===== src/rtl/acq_mem_arbiter.sv =====
// Two-port (host A / acquisition B) arbiter onto one shared memory bus.
// Each port has a one-entry request slot; grants are round-robin, with a per-access timeout.
module acq_mem_arbiter #(
    parameter int TIMEOUT = 255
) (
    input  logic        Clk,
    input  logic        rst_n,
    input  logic [16:1] a_Addr,
    input  logic [15:0] a_WrData,
    input  logic        a_RdMem,
    input  logic        a_WrMem,
    output logic [15:0] a_RdData,
    output logic        a_RdDone,
    output logic        a_WrDone,
    input  logic [16:1] b_Addr,
    input  logic [15:0] b_WrData,
    input  logic        b_RdMem,
    input  logic        b_WrMem,
    output logic [15:0] b_RdData,
    output logic        b_RdDone,
    output logic        b_WrDone,
    output logic [16:1] m_Addr,
    output logic [15:0] m_WrData,
    output logic        m_RdMem,
    output logic        m_WrMem,
    input  logic [15:0] m_RdData,
    input  logic        m_RdDone,
    input  logic        m_WrDone,
    output logic        timeout_o,
    output logic        overrun_o,
    output logic [1:0]  state_dbg
);

    typedef enum logic [1:0] {IDLE = 2'd0, ISSUE = 2'd1, WAIT = 2'd2} state_t;

    localparam logic [15:0] TO_LAST = 16'(TIMEOUT - 1);

    state_t      state, state_nx;
    logic        a_vld, a_wr, b_vld, b_wr;
    logic [16:1] a_adr, b_adr;
    logic [15:0] a_dat, b_dat;
    logic        gnt, gnt_wr, ptr;
    logic [15:0] cnt;
    logic        a_stb, b_stb, pick, start, accept, tmo, finish;

    assign a_stb  = a_RdMem | a_WrMem;
    assign b_stb  = b_RdMem | b_WrMem;
    assign pick   = (a_vld & b_vld) ? ptr : b_vld;
    assign start  = (state == IDLE) && (a_vld || b_vld);
    assign accept = ((state == ISSUE) || (state == WAIT)) && (gnt_wr ? m_WrDone : m_RdDone);
    assign tmo    = (state == WAIT) && !accept && (cnt == TO_LAST);
    assign finish = accept || tmo;

    assign m_RdMem   = (state == ISSUE) && !gnt_wr;
    assign m_WrMem   = (state == ISSUE) && gnt_wr;
    assign state_dbg = state;

    always_ff @(posedge Clk or negedge rst_n) begin
        if (!rst_n) state <= IDLE;
        else        state <= state_nx;
    end

    always_comb begin
        state_nx = state;
        case (state)
            IDLE:    if (start) state_nx = ISSUE;
            ISSUE:   state_nx = accept ? IDLE : WAIT;
            WAIT:    if (finish) state_nx = IDLE;
            default: state_nx = IDLE;
        endcase
    end

    // Request slots: a strobe is taken only into an empty slot; completion frees it.
    always_ff @(posedge Clk or negedge rst_n) begin
        if (!rst_n) begin
            a_vld <= 1'b0; a_wr <= 1'b0; a_adr <= '0; a_dat <= '0;
            b_vld <= 1'b0; b_wr <= 1'b0; b_adr <= '0; b_dat <= '0;
            overrun_o <= 1'b0;
        end else begin
            overrun_o <= (a_stb && a_vld) || (b_stb && b_vld);
            if (finish && !gnt) begin
                a_vld <= 1'b0;
            end else if (a_stb && !a_vld) begin
                a_vld <= 1'b1;
                a_wr  <= a_WrMem && !a_RdMem;
                a_adr <= a_Addr;
                a_dat <= a_WrData;
            end
            if (finish && gnt) begin
                b_vld <= 1'b0;
            end else if (b_stb && !b_vld) begin
                b_vld <= 1'b1;
                b_wr  <= b_WrMem && !b_RdMem;
                b_adr <= b_Addr;
                b_dat <= b_WrData;
            end
        end
    end

    // The round-robin pointer moves only on contested grants, so back-to-back
    // collisions alternate regardless of uncontested traffic in between.
    always_ff @(posedge Clk or negedge rst_n) begin
        if (!rst_n) begin
            gnt <= 1'b0; gnt_wr <= 1'b0; ptr <= 1'b0;
            m_Addr <= '0; m_WrData <= '0; cnt <= '0;
        end else begin
            if (start) begin
                gnt      <= pick;
                gnt_wr   <= pick ? b_wr : a_wr;
                m_Addr   <= pick ? b_adr : a_adr;
                m_WrData <= pick ? b_dat : a_dat;
                if (a_vld && b_vld) ptr <= ~pick;
            end
            if (state == ISSUE)             cnt <= '0;
            else if (state == WAIT && !accept) cnt <= cnt + 16'd1;
        end
    end

    always_ff @(posedge Clk or negedge rst_n) begin
        if (!rst_n) begin
            a_RdDone <= 1'b0; a_WrDone <= 1'b0; a_RdData <= '0;
            b_RdDone <= 1'b0; b_WrDone <= 1'b0; b_RdData <= '0;
            timeout_o <= 1'b0;
        end else begin
            a_RdDone  <= finish && !gnt && !gnt_wr;
            a_WrDone  <= finish && !gnt && gnt_wr;
            b_RdDone  <= finish && gnt && !gnt_wr;
            b_WrDone  <= finish && gnt && gnt_wr;
            timeout_o <= tmo;
            if (finish && !gnt && !gnt_wr) a_RdData <= accept ? m_RdData : 16'hFFFF;
            if (finish && gnt && !gnt_wr)  b_RdData <= accept ? m_RdData : 16'hFFFF;
        end
    end

endmodule


===== config.mk =====
export PLATFORM = sky130hd
export DESIGN_NAME = acq_mem_arbiter
export DESIGN_NICKNAME = d
export VERILOG_FILES = /design/src/rtl/acq_mem_arbiter.sv
export SDC_FILE = /design/constraint.sdc
export NUM_CORES = 1
export LEC_CHECK = 0
export BUFFER_PORTS_ARGS = -buffer_cell sky130_fd_sc_hd__buf_2
export CORE_MARGIN = 2
export CORE_UTILIZATION = 35
export CTS_CLUSTER_DIAMETER = 40
export DETAILED_ROUTE_END_ITERATION = 12
export PLACE_DENSITY = 0.57
export SLEW_MARGIN = 20
export SYNTH_ARGS = -nofsm -noshare
export SYNTH_HDL_FRONTEND = slang
export SYNTH_SLANG_ARGS = --single-unit

===== constraint.sdc =====
create_clock -name Clk -period 2.75 [get_ports Clk]
set_input_delay 0 -clock Clk [delete_from_list [all_inputs] [get_ports Clk]]
set_output_delay 0 -clock Clk [all_outputs]
set_load 0.01 [all_outputs]

==> results of run 1 <==
## power breakdown
part | internal, W | switching (W) | leakage (nW)
sequential | 0.00339 | 0.000557 | 1.90
clock | 0.00146 | 0.000959 | 0.287
combinational | 0.00192 | 0.00190 | 1.98
## how the worst max path moves through the flow
stage	startpoint	end	slack, ns	cells after the start
after floorplan	state_dbg[0]	a_adr[10]	0.58	8
after global placement	state_dbg[0]	b_dat[3]	0.13	7
after detailed placement	state_dbg[0]	b_adr[3]	0.08	7
after CTS	state_dbg[0]	b_dat[1]	0.07	7
after global routing	state_dbg[0]	b_dat[1]	0.01	7
final	state_dbg[0]	b_dat[1]	0.16	7
## timing repair
| action | 4_1_cts | 5_1_grt |
|---|---|---|
| hold endpoints to repair | 247 | 0 |
| hold buffers | 86 | 0 |
| setup endpoints to repair | 0 | 16 |
| gates resized for setup | 0 | 0 |
## stage by stage
step / hold WS [ns] / instance area [um^2] / cells / utilization
2_1_floorplan: -0.296 / 6560 / 511 / -
3_3_place_gp: -0.0318 / 7710 / 891 / 0.416
3_5_place_dp: -0.0212 / 7710 / 891 / 0.416
4_1_cts: 0.00433 / 9170 / 1009 / 0.495
5_1_grt: 0.0288 / 9170 / 1009 / 0.495
6_report: 0.0212 / 9170 / 1009 / 0.495
## flip-flops by register name, indices dropped and copies added, names as in the netlist, 2 cells and up
name	flops
a_adr	16
b_RdData	16
m_WrData	16
m_Addr	16
a_dat	16
a_RdData	16
b_dat	16
cnt	16
state_dbg	2
b_adr	16
## per-layer routing
| layer | vias to the layer above | track usage | routed length, um |
|---|---|---|---|
| met5 | - | 0 | 0 |
| met1 | 2401 | 0.210 | 7480 |
| met4 | 0 | 0.0437 | 126 |
| li1 | 2315 | - | - |
| met3 | 14 | 0.0526 | 839 |
| met2 | 142 | 0.267 | 7450 |
## logic make-up after synthesis
| logic type | count (synthesis) |
|---|---|
| AOI/OAI and AO/OA | 102 |
| muxes | 99 |
| adders and majority gates | 5 |
| buffers and inverters | 36 |
| xor gates and xnor gates | 10 |
| and+or+nand+nor | 100 |
| DFF | 159 |
## cell type report
class                      count  area [um^2]  share of cell area
tap                          234          293              0.0319
timing repair buffer         261         1840               0.201
clock buffer                  20          447              0.0487
clock inverter                12          158              0.0172
multi-input combinational    316         2430               0.265
sequential                   159         3980               0.434
inverter                       7         26.3             0.00286
## synth_stat cells, drive strengths merged
cell     instances
nor3b            2
xnor2            7
a32oi            2
dfrtp          159
clkbuf          15
mux2i           34
a31oi            2
nand2           45
and4             1
ha               5
nor2b            4
nand3            3
o2bb2ai          1
o21a             1
a21o             2
buf             14
o2111ai          1
and2             3
nor4b            1
inv              7
and3             4
a21oi           11
o22ai            1
or3              6
o22a            32
mux2            65
nand4            4
nand2b           1
a21boi           2
a311oi           1
or2              1
o211ai           2
nor3             7
xor2             3
o21ai           44
nor2            18
## worst reg2reg max path: stages, from the launching register on
cell and delay, ns:
dfrtp_1 0.39, inv_1 0.09, ha_1 0.34, nand3_1 0.11
o21ai_1 0.15, nor3_4 0.80, buf_12 0.25, mux2_2 0.35
==> impl_metrics.csv, run 1 <==
group,metric,value,unit
status,status,"complete, no violations",
timing,fin_crit_sh,0.941,
finish,n_antenna_cell,0,
logic_synthesis,synth.area.mux_share,0.164,
critical_path,cp_num_buf_inv,2,
drt,detail_route.first_pass.iterations,4,
timing,setup_tns,0,ns
power_and_ir_drop,powerDensity,1110,nW/um^2
global_route,grt_pass1_vias,5103,
logic_synthesis,syn-num-nets,604,
critical_path,cp.required,3.05,ns
timing,tightest_slew,1.02,ns
timing,final.min_clock_period,2.59,ns
power_and_ir_drop,leakage,4.18,nW
logic_synthesis,synth_top_cell_area_share,0.607,
timing,maxSlewHeadroom,0.317,
critical_path,critPathCaptureType,"flip-flop",
run,maxCapViolations,0,
place,port_buffers,161,
clock_tree,clkSinkCount,159,
clock_tree,worstSkewPairLatency,0.42,ns
finish,final_common_cell,"buf_2",
critical_path,r2r_end,"b_dat[1]",
global_route,antenna_found_initial,0,
finish,num-fill-cells,1621,
critical_path,start_kind,"flip-flop",
finish,syn2layout_area_growth,39.9,%
global_route,grt_overflow,0,
drt,vias,4872,
critical_path,worstSetupPathType,"flip-flop to flip-flop",
die,core,18500,um^2
clock_tree,cts_tree,"built",
drt,drc,0,
critical_path,worst_path_largest_cell_delay,0.80,ns
die,initial_core_util,0.354,
critical_path,ff2ff_path_depth,7,
logic_synthesis,synth_compound_area_frac,0.105,
logic_synthesis,synth-simple-area-share,0.0750,
timing,finalMaxSlewViolations,0,
worst_hold_path,hold_depth,3,
critical_path,cp_top_family,"simple AND/OR/NAND/NOR gates",
timing,rsz0062_at_grt,"false",
finish,drive_gt1_frac,0.360,
critical_path,r2r_slack,0.16,ns
drt,wirelength,15900,um
logic_synthesis,synth_area,6560,um^2
finish,final_cell_mix,"160 x buf_2, 159 x dfrtp_1, 86 x dlygate4sd3_1",
logic_synthesis,yosys.area.top_type,"dfrtp_1",
critical_path,cpMaxStageDelayCell,"nor3_4",
drt,routed_via_density,4.83,
drt,antenna_left,0,
logic_synthesis,synthAdderAreaFrac,0.00954,
timing,fmaxAchievable,386,MHz
drt,wire_per_inst,15.8,um
clock_tree,clockRootBuffer,"clkbuf_16",
die,row_count,50,
logic_synthesis,synth_area_leaders,"dfrtp_1 61%, mux2_2 11%, mux2i_1 5.2%, o22a_1 4.3%, o21ai_0 3.2%",
logic_synthesis,yosysSeqAreaShare,0.607,
logic_synthesis,synthXorXnorAreaFrac,0.0134,
worst_hold_path,min_to,"overrun_o",
clock_tree,h-tree-depth,4,
die,die_x,141,um
critical_path,rr_startpoint,"state_dbg[0]",
global_route,grt_max_degree,66,
place,gp_congestion,0.829,
clock_tree,numCtsBuffers,17,
logic_synthesis,synth_cell_types,46,
place,dp_hpwl,10700,um
die,dieArea,19800,um^2
logic_synthesis,synth_top_family_by_area,"multiplexers",
die,die_h,141,um
finish,fin_nets,855,
logic_synthesis,syn_inst,511,
power_and_ir_drop,total_power,0.0102,W
clock_tree,post_cts_buffers,0,
place,pre_cts_ws,0.0790,ns
power_and_ir_drop,peakVddDrop,0.459,mV
logic_synthesis,yosys_warnings,0,
critical_path,path_cells,"inv_1 -> ha_1 -> nand3_1 -> o21ai_1 -> nor3_4 -> buf_12 -> mux2_2",
critical_path,arrival,2.89,ns
logic_synthesis,ys_ff_latch,159,
clock_tree,cts_max_path_buffers,2,
timing,fin_worst_skew,0.00790,ns
logic_synthesis,syn_avg_cell_area,12.8,um^2
drt,drtIter0Drc,245,
worst_hold_path,hp-class,"input pin to flip-flop",
timing,setup_viol,0,
global_route,grt_pass1_wl,25800,um
worst_hold_path,worstHoldStart,"b_WrMem",
timing,hold_viol_final,0,
clock_tree,clkTransAtPathRegs,0.06,ns
global_route,track_usage,0.163,
die,io_pins,162,
timing,fin_ws,0.161,ns
critical_path,crit_fanout,17,
Power figures use the tool's default switching activity.
==> run 2: changes to the inputs <==
- BUFFER_PORTS_ARGS: -buffer_cell sky130_fd_sc_hd__buf_2 -> -buffer_cell sky130_fd_sc_hd__buf_4
==> run 2 against run 1 <==
- clock power is 6% lower
- die area did not move
- combinational power grew 8.4%
- core utilization up 2.0 points
- critical path depth is the same
==> impl_metrics.csv, run 2 (synthesis gave the netlist of run 1 again) <==
group,metric,value,unit
status,status,"complete, no violations",
timing,fin_worst_skew,0.00678,ns
clock_tree,cts_tree,"built",
global_route,grt_pass1_wl,26800,um
clock_tree,clockRootBuffer,"clkbuf_16",
timing,fin_ws,0.208,ns
clock_tree,cts_max_path_buffers,2,
finish,n_antenna_cell,0,
finish,multiInputGateArea,2430,um^2
timing,finalMaxSlewViolations,0,
finish,final_common_cell,"buf_4",
critical_path,worst_path_largest_cell_delay,0.77,ns
drt,routed_via_density,4.86,
die,die_h,141,um
timing,fmaxAchievable,393,MHz
place,dp_hpwl,10800,um
drt,vias,4902,
critical_path,critPathCaptureType,"flip-flop",
die,dieArea,19800,um^2
power_and_ir_drop,internal-power,0.00697,W
global_route,track_usage,0.170,
place,port_buffers,161,
clock_tree,clkSinkCount,159,
clock_tree,clkTransAtPathRegs,0.06,ns
timing,hold_viol_final,0,
timing,final.min_clock_period,2.54,ns
timing,setup_tns,0,ns
die,initial_core_util,0.354,
power_and_ir_drop,switchingPower,0.00343,W
run,maxCapViolations,0,
finish,instances_no_fill,1009,
place,dp_cells,891,
power_and_ir_drop,share_comb_of_total_power,0.398,
global_route,antenna_found_initial,0,
timing,fin_crit_sh,0.924,
critical_path,path_cells,"inv_1 -> ha_1 -> nand3_1 -> o21ai_1 -> nor3_4 -> buf_12 -> mux2_2",
clock_tree,h-tree-depth,4,
drt,wire_per_inst,15.8,um
finish,drive_gt1_frac,0.356,
drt,detail_route.first_pass.iterations,4,
drt,drtIter0Drc,172,
die,die_x,141,um
finish,num-fill-cells,1615,
critical_path,crit_fanout,18,
power_and_ir_drop,peakVddDrop,0.485,mV
timing,setup_viol,0,
drt,antenna_left,0,
power_and_ir_drop,clkPwrFrac,0.219,
global_route,grt_max_degree,86,
drt,drc,0,
timing,maxSlewHeadroom,0.387,
place,gp_congestion,0.793,
finish,seq_area,3980,um^2
critical_path,worstSetupPathType,"flip-flop to flip-flop",
clock_tree,worstSkewPairLatency,0.42,ns
power_and_ir_drop,power.share.switching,0.330,
drt,wirelength,15900,um
place,pre_cts_ws,0.144,ns
critical_path,start_kind,"flip-flop",
finish,fin_nets,856,
die,core,18500,um^2
clock_tree,numCtsBuffers,17,
global_route,grt_pass1_vias,5353,
power_and_ir_drop,powerDensity,1090,nW/um^2
die,row_count,50,
power_and_ir_drop,seq_power_share,0.383,
die,io_pins,162,
timing,tightest_slew,0.916,ns
worst_hold_path,hp-class,"input pin to asynchronous set/reset pin",
timing,rsz0062_at_grt,"false",
critical_path,cp.required,3.05,ns
power_and_ir_drop,leakage,4.31,nW
critical_path,arrival,2.84,ns
global_route,grt_overflow,0,
finish,final_cell_mix,"169 x buf_4, 159 x dfrtp_1, 87 x dlygate4sd3_1",
critical_path,cpMaxStageDelayCell,"nor3_4",
finish,syn2layout_area_growth,45.5,%
-- run 2: cell types whose count changed in the layout (fill, tap and decap cells not counted) --
| cell | previous run | this run |
|---|---|---|
| buf_2 | 160 | 0 |
| clkbuf_1 | 2 | 4 |
| buf_4 | 9 | 169 |
| clkinv_2 | 2 | 3 |
| clkinv_4 | 1 | 2 |
| clkinvlp_4 | 3 | 0 |
| bufinv_16 | 3 | 2 |
| inv_6 | 3 | 2 |
| dlygate4sd3_1 | 86 | 87 |
-- run 2: final timing paths --
kind                              start           end  slack, ns  cells past startpoint
min in group Clk               m_RdDone         b_vld       0.24                      5
hold / removal                    rst_n   a_RdData[1]       0.19                      2
setup reg to reg           state_dbg[1]     b_adr[14]       0.21                      7
max in group asynchronous         rst_n  a_RdData[13]       1.73                      3
setup / recovery           state_dbg[1]     b_adr[14]       0.21                      7
hold reg to reg              m_Addr[12]    m_Addr[12]       0.49                      2
-- run 2: per-stage QoR --
stage	hold slack (ns)	area [um^2]	utilization	total power, W
floorplan	-0.296	6560	-	0.00638
global placement	0.113	8110	0.438	0.00796
detailed placement	0.120	8110	0.438	0.00812
CTS	0.226	9540	0.515	0.0106
global route	0.264	9540	0.515	0.0111
finish	0.191	9540	0.515	0.0104
-- run 2: critical path, delay by kind of cell (launching register included) --
kind                     cells  cell delay [ns]
AO/OA/AOI/OAI                1             0.14
adder cells (fa/ha/maj)      1             0.32
multiplexers                 1             0.35
AND/OR/NAND/NOR              2             0.88
buffers and inverters        2             0.33
flip-flops                   1             0.40
-- run 2: power groups by stage --
stage	clock network, W	logic [W]	registers [W]
after floorplan	0	0.00229	0.00409
after global placement	0	0.00398	0.00398
after detailed placement	0	0.00409	0.00402
after CTS	0.00235	0.00423	0.00399
after global routing	0.00247	0.00453	0.00412
final	0.00228	0.00414	0.00398
-- run 2: layout make-up --
| class | instances | area share |
|---|---|---|
| timing repair buffer | 262 | 0.236 |
| clock inverter | 9 | 0.0115 |
| tap | 234 | 0.0307 |
| inverter | 7 | 0.00275 |
| clock buffer | 22 | 0.0476 |
| multi-input combinational | 316 | 0.255 |
| sequential | 159 | 0.417 |
-- run 2: per-layer routing --
layer,share of wire,track usage,vias to the layer above
met5,0,0,-
met4,0.013,0.0437,0
met3,0.064,0.0543,17
met2,0.47,0.284,136
met1,0.45,0.213,2428
li1,-,-,2321
-- run 2: timing repair --
| action | in CTS | in global routing |
|---|---|---|
| setup endpoints to repair | 0 | 0 |
| setup buffers | 0 | 0 |
| hold endpoints to repair | 183 | 0 |
| hold buffers | 87 | 0 |
| resized for setup | 0 | 0 |
